--- src/rtl/mux_sel_sequencer_pkg.sv ---
// Shared types and constants for the 4:1 mux select sequencer.
//   state_t          : sequencer FSM states
//   SEL_W / LANES    : select width and number of mux lanes
//   first_sel/last_sel : select index at the start and end of a word
package mux_sel_sequencer_pkg;

  typedef enum logic [1:0] {
    IDLE  = 2'd0,
    SHIFT = 2'd1,
    GAP   = 2'd2
  } state_t;

  localparam int SEL_W = 2;
  localparam int LANES = 4;

  function automatic logic [SEL_W-1:0] first_sel(input bit lsb_first);
    return lsb_first ? 2'd0 : 2'd3;
  endfunction

  function automatic logic [SEL_W-1:0] last_sel(input bit lsb_first);
    return lsb_first ? 2'd3 : 2'd0;
  endfunction

endpackage

--- src/rtl/mux_sel_sequencer.sv ---
// Upstream control stage for a 4:1 bit mux: captures a 4-bit word on a
// valid/ready handshake, holds it on the mux data inputs and walks the
// select through all four lanes, returning the mux output as a serial
// valid/ready/last stream.
//   clk, rst_n          : clock, async active-low reset
//   in_valid/ready/data : parallel word input handshake
//   mux_data, mux_sel   : registered drive of the external mux
//   mux_out             : mux output (combinational return path)
//   ser_valid/ready/bit/last : serial output handshake
//   busy                : high while shifting or in the inter-word gap
module mux_sel_sequencer
  import mux_sel_sequencer_pkg::*;
#(
  parameter bit LSB_FIRST  = 1'b1,
  parameter int GAP_CYCLES = 0
) (
  input  logic             clk,
  input  logic             rst_n,
  input  logic             in_valid,
  output logic             in_ready,
  input  logic [LANES-1:0] in_data,
  output logic [LANES-1:0] mux_data,
  output logic [SEL_W-1:0] mux_sel,
  input  logic             mux_out,
  output logic             ser_valid,
  input  logic             ser_ready,
  output logic             ser_bit,
  output logic             ser_last,
  output logic             busy
);

  localparam logic [SEL_W-1:0] SEL_FIRST = first_sel(LSB_FIRST);
  // Adding 3 modulo 4 is a decrement for MSB-first order.
  localparam logic [SEL_W-1:0] SEL_STEP  = LSB_FIRST ? 2'd1 : 2'd3;
  localparam bit               NO_GAP    = (GAP_CYCLES == 0);
  localparam logic [3:0]       GAP_LOAD  = NO_GAP ? 4'd0 : 4'(GAP_CYCLES - 1);

  state_t     state, state_nxt;
  logic       rdy_en;     // holds in_ready low for the first cycle out of reset
  logic [1:0] bit_cnt;
  logic [3:0] gap_cnt;
  logic       bit_take, word_end, load;

  always_comb begin
    ser_valid = (state == SHIFT);
    ser_last  = (state == SHIFT) && (bit_cnt == 2'd3);
    busy      = (state != IDLE);
    ser_bit   = mux_out;
    bit_take  = ser_valid && ser_ready;
    word_end  = bit_take && (bit_cnt == 2'd3);
    // With no gap, the last-bit cycle doubles as the accept slot for the
    // next word so back-to-back words stream without a bubble.
    in_ready  = ((state == IDLE) && rdy_en) || (word_end && NO_GAP);
    load      = in_valid && in_ready;
  end

  always_comb begin
    state_nxt = state;
    case (state)
      IDLE:  if (load) state_nxt = SHIFT;
      SHIFT: begin
        if (word_end) begin
          if (load)        state_nxt = SHIFT;
          else if (NO_GAP) state_nxt = IDLE;
          else             state_nxt = GAP;
        end
      end
      GAP:   if (gap_cnt == 4'd0) state_nxt = IDLE;
      default: state_nxt = IDLE;
    endcase
  end

  always_ff @(posedge clk or negedge rst_n) begin
    if (!rst_n) begin
      state    <= IDLE;
      rdy_en   <= 1'b0;
      mux_data <= '0;
      mux_sel  <= SEL_FIRST;
      bit_cnt  <= 2'd0;
      gap_cnt  <= 4'd0;
    end else begin
      state  <= state_nxt;
      rdy_en <= 1'b1;
      if (load) begin
        mux_data <= in_data;
        mux_sel  <= SEL_FIRST;
        bit_cnt  <= 2'd0;
      end else if (bit_take) begin
        bit_cnt <= bit_cnt + 2'd1;
        // Select never wraps mid-word; only a new load returns it to the start.
        if (!word_end) mux_sel <= mux_sel + SEL_STEP;
      end
      if (word_end && !NO_GAP && !load)
        gap_cnt <= GAP_LOAD;
      else if (state == GAP && gap_cnt != 4'd0)
        gap_cnt <= gap_cnt - 4'd1;
    end
  end

endmodule

--- config.mk ---
export PLATFORM = sky130hd
export DESIGN_NAME = mux_sel_sequencer
export DESIGN_NICKNAME = d
export VERILOG_FILES = /design/src/rtl/mux_sel_sequencer_pkg.sv /design/src/rtl/mux_sel_sequencer.sv
export SDC_FILE = /design/constraint.sdc
export NUM_CORES = 1
export LEC_CHECK = 0
export BUFFER_PORTS_ARGS = -buffer_cell sky130_fd_sc_hd__buf_4
export CAP_MARGIN = 30
export CORE_AREA = 4 4 41 43
export DETAILED_ROUTE_END_ITERATION = 8
export DIE_AREA = 0 0 45 47
export GPL_TIMING_DRIVEN = 0
export HOLD_SLACK_MARGIN = 0.05
export PLACE_DENSITY_LB_ADDON = 0.25
export SLEW_MARGIN = 20
export SYNTH_ARGS = -nofsm -noshare
export SYNTH_HDL_FRONTEND = slang
export SYNTH_SLANG_ARGS = --single-unit
--- constraint.sdc ---
create_clock -name clk -period 1.7 [get_ports clk]
set_input_delay 0.085 -clock clk [delete_from_list [all_inputs] [get_ports clk]]
set_output_delay 0.085 -clock clk [all_outputs]
set_load 0.02 [all_outputs]
==> Word level (Yosys, flattened, before mapping) <==
Index checks and enable logic that the tools add are counted.
{ "totals": {"out_inout_bits": 11, "regBits": 15, "input_bits": 9, "elab_cells": 40} }
{ "classes": {"eq_ne": 7, "addsub": 3, "n_reduce_logical": 14, "n_mux": 10} }
{ "op_table": {"columns": ["operator", "n"], "rows": [
  ["two-way mux 2 bit", 8],
  ["logical AND 1 bit", 6],
  ["case mux 2 bit (3 select lines)", 1],
  ["adder 2 x 1 -> 2 bit, second input constant", 2],
  ["equality test 2 bit, second input constant", 2],
  ["logical NOT 4 bit", 1],
  ["!= test 2 x 1 -> 1 bit, second input constant", 2],
  ["!= test 2 bit, second input constant", 2],
  ["nonzero test 2 bit", 2],
  ["nonzero test 4 bit", 1],
  ["subtractor 4 x 1 -> 4 bit, second input constant", 1],
  ["AND reduction 3 bit", 1],
  ["equality test 2 x 1 -> 1 bit, second input constant", 1],
  ["logical NOT 2 bit", 1],
  ["AND reduction 2 bit", 1],
  ["logical OR 1 bit", 1],
  ["two-way mux 1 bit", 1]
]} }

==> Logic depth before layout (Yosys ltp) <==
Gate-level depths: netlist (run 1).
{ "logic_depth": {"word_depth": 8, "mapped_depth": 4, "depth_no_buf": 4} }

==> Worst setup path after synthesis (run 1) <==
OpenSTA, ideal clock, no wires.
{ "synth_path": {"path_kind": "register to register", "startpoint": "reg state[0]", "endpoint": "reg mux_data[0]", "period_less_slack_ns": 1.489, "path_slack_ns": 0.211, "setup_ns": 0.125, "t_arrival_ns": 1.364, "path_stages_with_launch": 4, "cell_sequence": "dfrtp_1 -> nand2b_2 -> a21boi_4 -> mux2_2"} }
{ "synth_via": {"elab_chain_cells": 5, "elab_cells_between_ends": 7, "classes_between": "eq/ne: 1; reduce/logical: 6"} }
{ "synth_lines": {"columns": ["element", "line_no", "source"], "rows": [
  ["start, declared", "mux_sel_sequencer.sv:38", "state_t state, state_nxt;"],
  ["start signal, assigned", "mux_sel_sequencer.sv:82", "state <= state_nxt;"],
  ["equality test 2 x 1 -> 1 bit", "mux_sel_sequencer.sv:45", "ser_valid = (state == SHIFT);"],
  ["logical AND 1 bit", "mux_sel_sequencer.sv:49", "bit_take = ser_valid && ser_ready;"],
  ["logical AND 1 bit", "mux_sel_sequencer.sv:50", "word_end = bit_take && (bit_cnt == 2'd3);"],
  ["logical OR 1 bit *", "mux_sel_sequencer.sv:53", "in_ready = ((state == IDLE) && rdy_en) || (word_end && NO_GAP);"],
  ["logical AND 1 bit *", "mux_sel_sequencer.sv:54", "load = in_valid && in_ready;"],
  ["end signal, assigned", "mux_sel_sequencer.sv:85", "mux_data <= in_data;"],
  ["end, declared", "mux_sel_sequencer.sv:22", "output logic [LANES-1:0] mux_data,"]
]} }
Every way passes the cells marked *; elsewhere a longest branch is shown, timed or not.
A chain may end at the register's enable or synchronous reset.

==> Final worst setup path (run 1) <==
{ "layout_path": {"startpoint": "reg bit_cnt[0]", "endpoint": "reg mux_data[0]"} }
{ "layout_via": {"elab_chain_cells": 4} }
{ "layout_lines": {"columns": ["element", "line_no", "source"], "rows": [
  ["start, declared", "mux_sel_sequencer.sv:40", "logic [1:0] bit_cnt;"],
  ["start signal, assigned", "mux_sel_sequencer.sv:89", "bit_cnt <= bit_cnt + 2'd1;"],
  ["equality test 2 bit", "mux_sel_sequencer.sv:50", null],
  ["logical AND 1 bit", "mux_sel_sequencer.sv:50", null],
  ["logical OR 1 bit", "mux_sel_sequencer.sv:53", null],
  ["logical AND 1 bit", "mux_sel_sequencer.sv:54", null]
]} }
Every way passes these cells.

==> flow_summary.yaml, run 1 <==
worst_hold_path:
  min_path_type: "in2reg"
  min-delay-start: "in_data[1]"
cells_and_area:
  layout-drive-gt1-share: 0.541
  area_growth_pct: 45.8
  multiInputGateArea_sq_um: 194
  num-nets-final: 72
  final_cell_area_sq_um: 669
  fillers: 123
  final_common_cell: "buf_4"
  diodes: 0
  final_cell_mix: "20 x buf_4, 10 x dfrtp_1, 4 x nand2_1, 4 x mux2_2"
  final_util: 0.514
  regArea_sq_um: 250
setup_path:
  crit_path_start_kind: "flop"
  cp.required_ps: 1840
  r2r_start: "bit_cnt[0]"
  worstSetupEndpointType: "flop"
  path_class: "reg2reg"
  worstSetupStartpoint: "bit_cnt[0]"
  critPathMaxFanout: 9
  worstPathArrival_ps: 1660
  reg2reg_slack_ps: 180
cts:
  clockBufferDepth: 2
  cts_tree: "yes"
  cts.clk_slew.worst_paths_ps: 60
  cts-resized-gates: 0
  root_buffer: "clkbuf_4"
  cts.sinks: 10
  cts_made_buffers: 3
  clk-insertion-delay-late_ps: 260
  cts_max_level: 1
place:
  place_area_sq_um: 613
  dpl.hpwl_um: 649
  place.gp.congestion: 0.654
  io_buffers: 18
routing:
  vias: 350
  routed_wl_um: 819
  vias_per_cell: 4.61
  wl_per_cell_um: 10.8
  drc: 0
  dr.pass1.iters: 4
  drt_iter0_drc: 5
  ant_nets: 0
grt:
  grt_pass1_vias: 337
  antenna_found_initial: 0
  overflow: 0
  grt_usage: 0.0899
  grt_pass1_wl_um: 1340
  grt_max_degree: 11
floorplanning:
  initial_core_util: 0.353
  core_sq_um: 1300
  dieHeight_um: 47
  die_w_um: 45
  rows: 13
  ios: 20
  dieArea_sq_um: 2120
synth:
  synthDistinctLibCells: 17
  synth_warnings: 0
  syn_area_sq_um: 459
  synth_cells: 37
  syn_nets: 47
  synth_seq_cells: 10
  synth-seq-area-share: 0.545
  syn_avg_cell_area_sq_um: 12.4
sta:
  fin_crit_sh: 0.895
  period_minus_slack_ps: 1520
  fin_tns_setup_ps: 0
  fmax_ghz: 0.657
  setup_violations: 0
  rsz0062_at_grt: "no"
  fin_worst_skew_ps: 1.46
  hold_slack_ps: 57.1
  hold_violations: 0
  slew_violations: 0
power_and_ir_drop:
  p_per_area_nw_per_um2: 1840
  power_leakage_nw: 0.329
  ir_worst_vdd_uv: 769
run:
  cap_violations: 0
status:
  outcome: "finished clean"
==> registers in the layout (all words and copies together) (netlist names) <==
register and cells:
mux_sel 2, state 1, mux_data 4, bit_cnt 2, rdy_en 1
==> critical path, stage by stage (launching register included) <==
cell      delay (ps)
dfrtp_1          360
ha_1             240
nand3_2          130
a21boi_4         300
mux2_2           380
==> path summary, 6_finish.rpt <==
| kind | endpoint | depth (start not counted) |
|---|---|---|
| worst max-delay path | mux_data[0] | 4 |
| worst min-delay path | mux_data[1] | 2 |
| worst max register to register | mux_data[0] | 4 |
| worst min register to register | mux_data[3] | 1 |
| max in group asynchronous | rdy_en | 2 |
| min in group asynchronous | mux_data[1] | 2 |
==> per-stage QoR <==
stage / power [mW] / cells / setup WS, ps
4_1_cts: 1.25 / 75 / 160
3_5_place_dp: 1.03 / 70 / 166
5_1_grt: 1.32 / 76 / 83.4
3_3_place_gp: 1.02 / 70 / 171
2_1_floorplan: 0.791 / 37 / 211
6_report: 1.23 / 76 / 178
==> kinds of logic after synthesis <==
| family | share of synthesized area |
|---|---|
| other cells | 0.00817 |
| flops | 0.545 |
| fa+ha+maj | 0.0272 |
| simple gates | 0.161 |
| xor+xnor | 0.0572 |
| compound gates | 0.0708 |
| mux | 0.0981 |
| buf+inv | 0.0327 |
==> per-layer routing <==
| layer | share of wire | global-route usage |
|---|---|---|
| met3 | 0.12 | 0.0345 |
| met1 | 0.40 | 0.117 |
| met2 | 0.46 | 0.127 |
| met5 | 0 | 0 |
| met4 | 0.013 | 0.0526 |
==> where the power goes <==
| part | leakage [nW] | internal, mW | switching (mW) |
|---|---|---|---|
| Combinational | 0.189 | 0.296 | 0.295 |
| Sequential | 0.119 | 0.347 | 0.0839 |
| Clock | 0.0210 | 0.130 | 0.0770 |
==> Yosys cell counts (all sizes together) <==
cell / number / area share
a21o: 1 / 0.019
nor2: 3 / 0.025
conb: 1 / 0.0082
buf: 2 / 0.033
a21oi: 1 / 0.011
nand2b: 1 / 0.019
and2: 1 / 0.016
nand3b: 1 / 0.016
nand4b: 1 / 0.019
dfrtp: 10 / 0.54
mux2: 4 / 0.098
a21boi: 1 / 0.041
xor2: 3 / 0.057
ha: 1 / 0.027
nand3: 2 / 0.033
nand2: 4 / 0.033
==> area by class of cell <==
type                    count  area share
repair buffers             20       0.232
clock buffers               4      0.0542
well taps                  15      0.0280
multi-input cells          25       0.290
plain buffers               2      0.0224
flip-flops and latches     10       0.374
==> what timing repair did <==
action | 4_1_cts | 5_1_grt
endpoints found under the hold margin | 10 | 1
hold buffers | 1 | 1
setup buffers | 0 | 0
Power figures use the tool's default switching activity.
==> run 2, diff against run 1 <==
Settings changed: BUFFER_PORTS_ARGS -buffer_cell sky130_fd_sc_hd__buf_4 to -buffer_cell sky130_fd_sc_hd__clkbuf_2.
==> run 2 against run 1 <==
Compared with the run above: total power shrank 4.8%; largest power group unchanged; critical path depth is the same; critical endpoint is now mux_data[2]; sequential cell count is the same; worst hold slack gained 95 ps; first-iteration DRC count shrank 20%; non-clock buffer count grew 3; sequential share of layout area grew 0.86 points.
==> flow_summary.yaml, run 2 (same netlist as run 1, synthesis figures left out) <==
status:
  outcome: "finished clean"
grt:
  grt_pass1_wl_um: 1560
  grt_pass1_vias: 369
  antenna_found_initial: 0
  grt_usage: 0.106
  grt_max_degree: 11
  overflow: 0
power_and_ir_drop:
  power.total_mw: 1.17
  ir_worst_vdd_uv: 661
  power_leakage_nw: 0.329
  p_per_area_nw_per_um2: 1790
setup_path:
  reg2reg_slack_ps: 150
  reg2regPathDepth: 4
  endpoint: "mux_data[2]"
  worstSetupEndpointType: "flop"
  critPathSlowestCell: "mux2_2"
  path_cells: "ha_1 > nand3_2 > a21boi_4 > mux2_2"
  cp.required_ps: 1850
  r2r_start: "bit_cnt[0]"
  rr_endpoint: "mux_data[2]"
  crit_path_max_incr_delay_ps: 380
  crit_path_start_kind: "flop"
  worstSetupStartpoint: "bit_cnt[0]"
  critPathMaxFanout: 9
  path_class: "reg2reg"
  worstPathArrival_ps: 1700
place:
  io_buffers: 18
  place_area_sq_um: 568
  post-place-ws_ps: 155
  place.gp.congestion: 0.662
floorplanning:
  ios: 20
  dieHeight_um: 47
  core_sq_um: 1300
  initial_core_util: 0.353
  dieArea_sq_um: 2120
  rows: 13
  die_w_um: 45
sta:
  fin_crit_sh: 0.910
  period_minus_slack_ps: 1550
  slew_violations: 0
  setup_violations: 0
  fmax_ghz: 0.646
  fin_tns_setup_ps: 0
  fin_worst_skew_ps: 0.667
  rsz0062_at_grt: "no"
  hold_violations: 0
  setup_ws_ps: 153
routing:
  ant_nets: 0
  routed_wl_um: 909
  wl_per_cell_um: 11.5
  drt_iter0_drc: 4
  drc: 0
  vias_per_cell: 4.49
  vias: 355
  dr.pass1.iters: 2
cts:
  root_buffer: "clkbuf_4"
  cts_tree: "yes"
  cts_hold_buf: 5
  cts.clk_slew.worst_paths_ps: 70
  cts-resized-gates: 0
  clockBufferDepth: 2
  cts_made_buffers: 3
  clk-insertion-delay-late_ps: 260
  cts_max_level: 1
  cts.sinks: 10
  postCtsSetupRepairBufs: 0
cells_and_area:
  regArea_sq_um: 250
  final_common_cell: "clkbuf_2"
  num-nets-final: 75
  largest-register: "mux_data"
  fillers: 125
  diodes: 0
  area_growth_pct: 42.5
  multiInputGateArea_sq_um: 194
  largest_reg_flops: 4
  final_cell_mix: "18 x clkbuf_2, 10 x dfrtp_1, 5 x dlygate4sd3_1"
  layout-drive-gt1-share: 0.516
  top_regs: "mux_data: 4 flops, bit_cnt: 2 flops, mux_sel: 2 flops"
  final_cell_area_sq_um: 654
worst_hold_path:
  min_path_type: "in2reg"
run:
  cap_violations: 0
run 2: critical path, delay by kind of cell, from the launching register on:
kind	cells	cell delay, ps
adder cells (fa/ha/maj)	1	240
AO/OA/AOI/OAI	1	320
flip-flops	1	370
AND/OR/NAND/NOR	1	130
multiplexers	1	380
run 2: worst min path at each step:
stage                          from           to  cells after the start
final                     ser_ready   bit_cnt[1]                      3
after floorplan               rst_n   bit_cnt[0]                      0
after CTS                 ser_ready   bit_cnt[1]                      3
after global placement        rst_n  mux_data[1]                      1
after detailed placement      rst_n  mux_data[1]                      1
after global routing      ser_ready   bit_cnt[1]                      3
run 2: layout make-up:
class / count / area share
plain buffers: 2 / 0.0229
repair buffers: 23 / 0.214
well taps: 15 / 0.0287
clock buffers: 4 / 0.0554
multi-input cells: 25 / 0.296
flip-flops and latches: 10 / 0.382
run 2: per-layer routing:
metal | part of all wire | global-route usage | vias to the layer above
li1 | - | - | 177
met3 | 0.091 | 0.0230 | 0
met2 | 0.48 | 0.167 | 15
met5 | 0 | 0 | -
met4 | 0 | 0.0702 | 0
met1 | 0.43 | 0.132 | 163
run 2: report_power, final:
part	leakage, nW	switching (mW)	total [mW]	internal, mW
Clock	0.0210	0.0865	0.216	0.130
Combinational	0.189	0.291	0.523	0.232
Sequential	0.119	0.0839	0.430	0.346
run 2: through the flow:
step                      cells  hold slack [ps]   util
after floorplan              37             -211      -
after global placement       70            -34.3  0.437
after detailed placement     70            -34.0  0.437
after CTS                    79              148  0.503
after global routing         79              175  0.503
final                        79              152  0.503
==> run 3, diff against run 2 <==
Settings changed: GPL_TIMING_DRIVEN 0 to not set.
==> run 3 against run 2 <==
Compared with the run above: clock skew grew 1.6 ps; setup slack gained 33 ps; global-route usage grew 0.40 points; first-iteration DRC count shrank 100%; clock power shrank 2%; cell count shrank 3.8%; largest power group unchanged.
==> flow_summary.yaml, run 3 (same netlist as run 1, synthesis figures left out) <==
power_and_ir_drop:
  power_leakage_nw: 0.316
  p_per_area_nw_per_um2: 1810
  ir_worst_vdd_uv: 725
sta:
  setup_violations: 0
  fin_crit_sh: 0.891
  fin_worst_skew_ps: 2.32
  fin_tns_setup_ps: 0
  period_minus_slack_ps: 1510
  fmax_ghz: 0.660
  setup_ws_ps: 186
  slew_violations: 0
  rsz0062_at_grt: "no"
  hold_violations: 0
setup_path:
  path_class: "reg2reg"
  critPathMaxFanout: 9
  cp.required_ps: 1850
  crit_path_start_kind: "flop"
  worstSetupEndpointType: "flop"
  worstPathArrival_ps: 1660
grt:
  grt_max_degree: 11
  grt_pass1_wl_um: 1610
  antenna_found_initial: 0
  grt_usage: 0.110
  overflow: 0
  grt_pass1_vias: 345
cts:
  root_buffer: "clkbuf_4"
  cts_made_buffers: 3
  clk-insertion-delay-late_ps: 260
  clockBufferDepth: 2
  cts-resized-gates: 0
  cts.clk_slew.worst_paths_ps: 60
  cts_max_level: 1
  cts_tree: "yes"
  cts.sinks: 10
place:
  io_buffers: 17
  post-place-ws_ps: 166
  dpl.hpwl_um: 619
  place.gp.congestion: 0.616
cells_and_area:
  fillers: 123
  top_regs: "mux_data: 4 flops, bit_cnt: 2 flops, mux_sel: 2 flops"
  area_growth_pct: 38.1
  largest-register: "mux_data"
  diodes: 0
  layout-drive-gt1-share: 0.492
  largest_reg_flops: 4
  num-nets-final: 72
  final_cell_mix: "17 x clkbuf_2, 10 x dfrtp_1, 5 x dlygate4sd3_1"
  final_common_cell: "clkbuf_2"
run:
  cap_violations: 0
routing:
  vias_per_cell: 4.51
  wl_per_cell_um: 11.7
  drc: 0
  ant_nets: 0
  routed_wl_um: 889
  drt_iter0_drc: 0
  vias: 343
  dr.pass1.iters: 1
floorplanning:
  ios: 20
  rows: 13
  die_w_um: 45
  dieArea_sq_um: 2120
  initial_core_util: 0.353
  dieHeight_um: 47
  core_sq_um: 1300
status:
  outcome: "finished clean"
worst_hold_path:
  min_path_type: "in2reg"
-- run 3: critical path: stages (launching register included) --
cell and delay, ps:
dfrtp_1 370, ha_1 240, nand3_2 130, a21boi_4 300, mux2_2 370
-- run 3: worst paths after layout --
path / end / startpoint / slack [ps] / cells past startpoint
worst max-delay path: mux_data[1] / bit_cnt[0] / 190 / 4
max in group asynchronous: state[0] / rst_n / 1290 / 2
worst max register to register: mux_data[1] / bit_cnt[0] / 190 / 4
min in group asynchronous: mux_data[3] / rst_n / 210 / 2
worst min-delay path: bit_cnt[1] / ser_ready / 160 / 3
worst min register to register: mux_data[3] / mux_data[3] / 520 / 1
-- run 3: final cells by class --
| cell class | count | area [sq um] | share of cell area |
|---|---|---|---|
| clock buffers | 4 | 36.3 | 0.0572 |
| multi-input cells | 25 | 194 | 0.306 |
| flip-flops and latches | 10 | 250 | 0.394 |
| well taps | 15 | 18.8 | 0.0296 |
| repair buffers | 22 | 135 | 0.213 |
-- run 3: through the flow --
stage,cell area [sq um],instances,hold WS (ps),util,power [mW]
finish,634,76,158,0.488,1.15
global route,634,76,170,0.488,1.25
CTS,634,76,156,0.488,1.16
detailed placement,548,67,-33.0,0.421,0.938
global placement,548,67,-34.7,0.421,0.933
floorplan,459,37,-211,-,0.791
-- run 3: metal layers --
layer	wire length, um	track usage	vias up
met2	418	0.155	13
met3	67	0.0460	0
met1	403	0.151	162
li1	-	-	168
met4	0	0.0409	0
met5	0	0	-
-- run 3: power breakdown --
group	internal [mW]	total (mW)	switching (mW)
sequential	0.347	0.431	0.0841
clock	0.130	0.211	0.0816
combinational	0.217	0.503	0.286
total	0.693	1.15	0.452
-- run 3: timing repair --
item,4_1_cts,5_1_grt
endpoints found under the setup margin,0,0
hold buffers,5,0
setup buffers,0,0
hold endpoints to repair,14,0
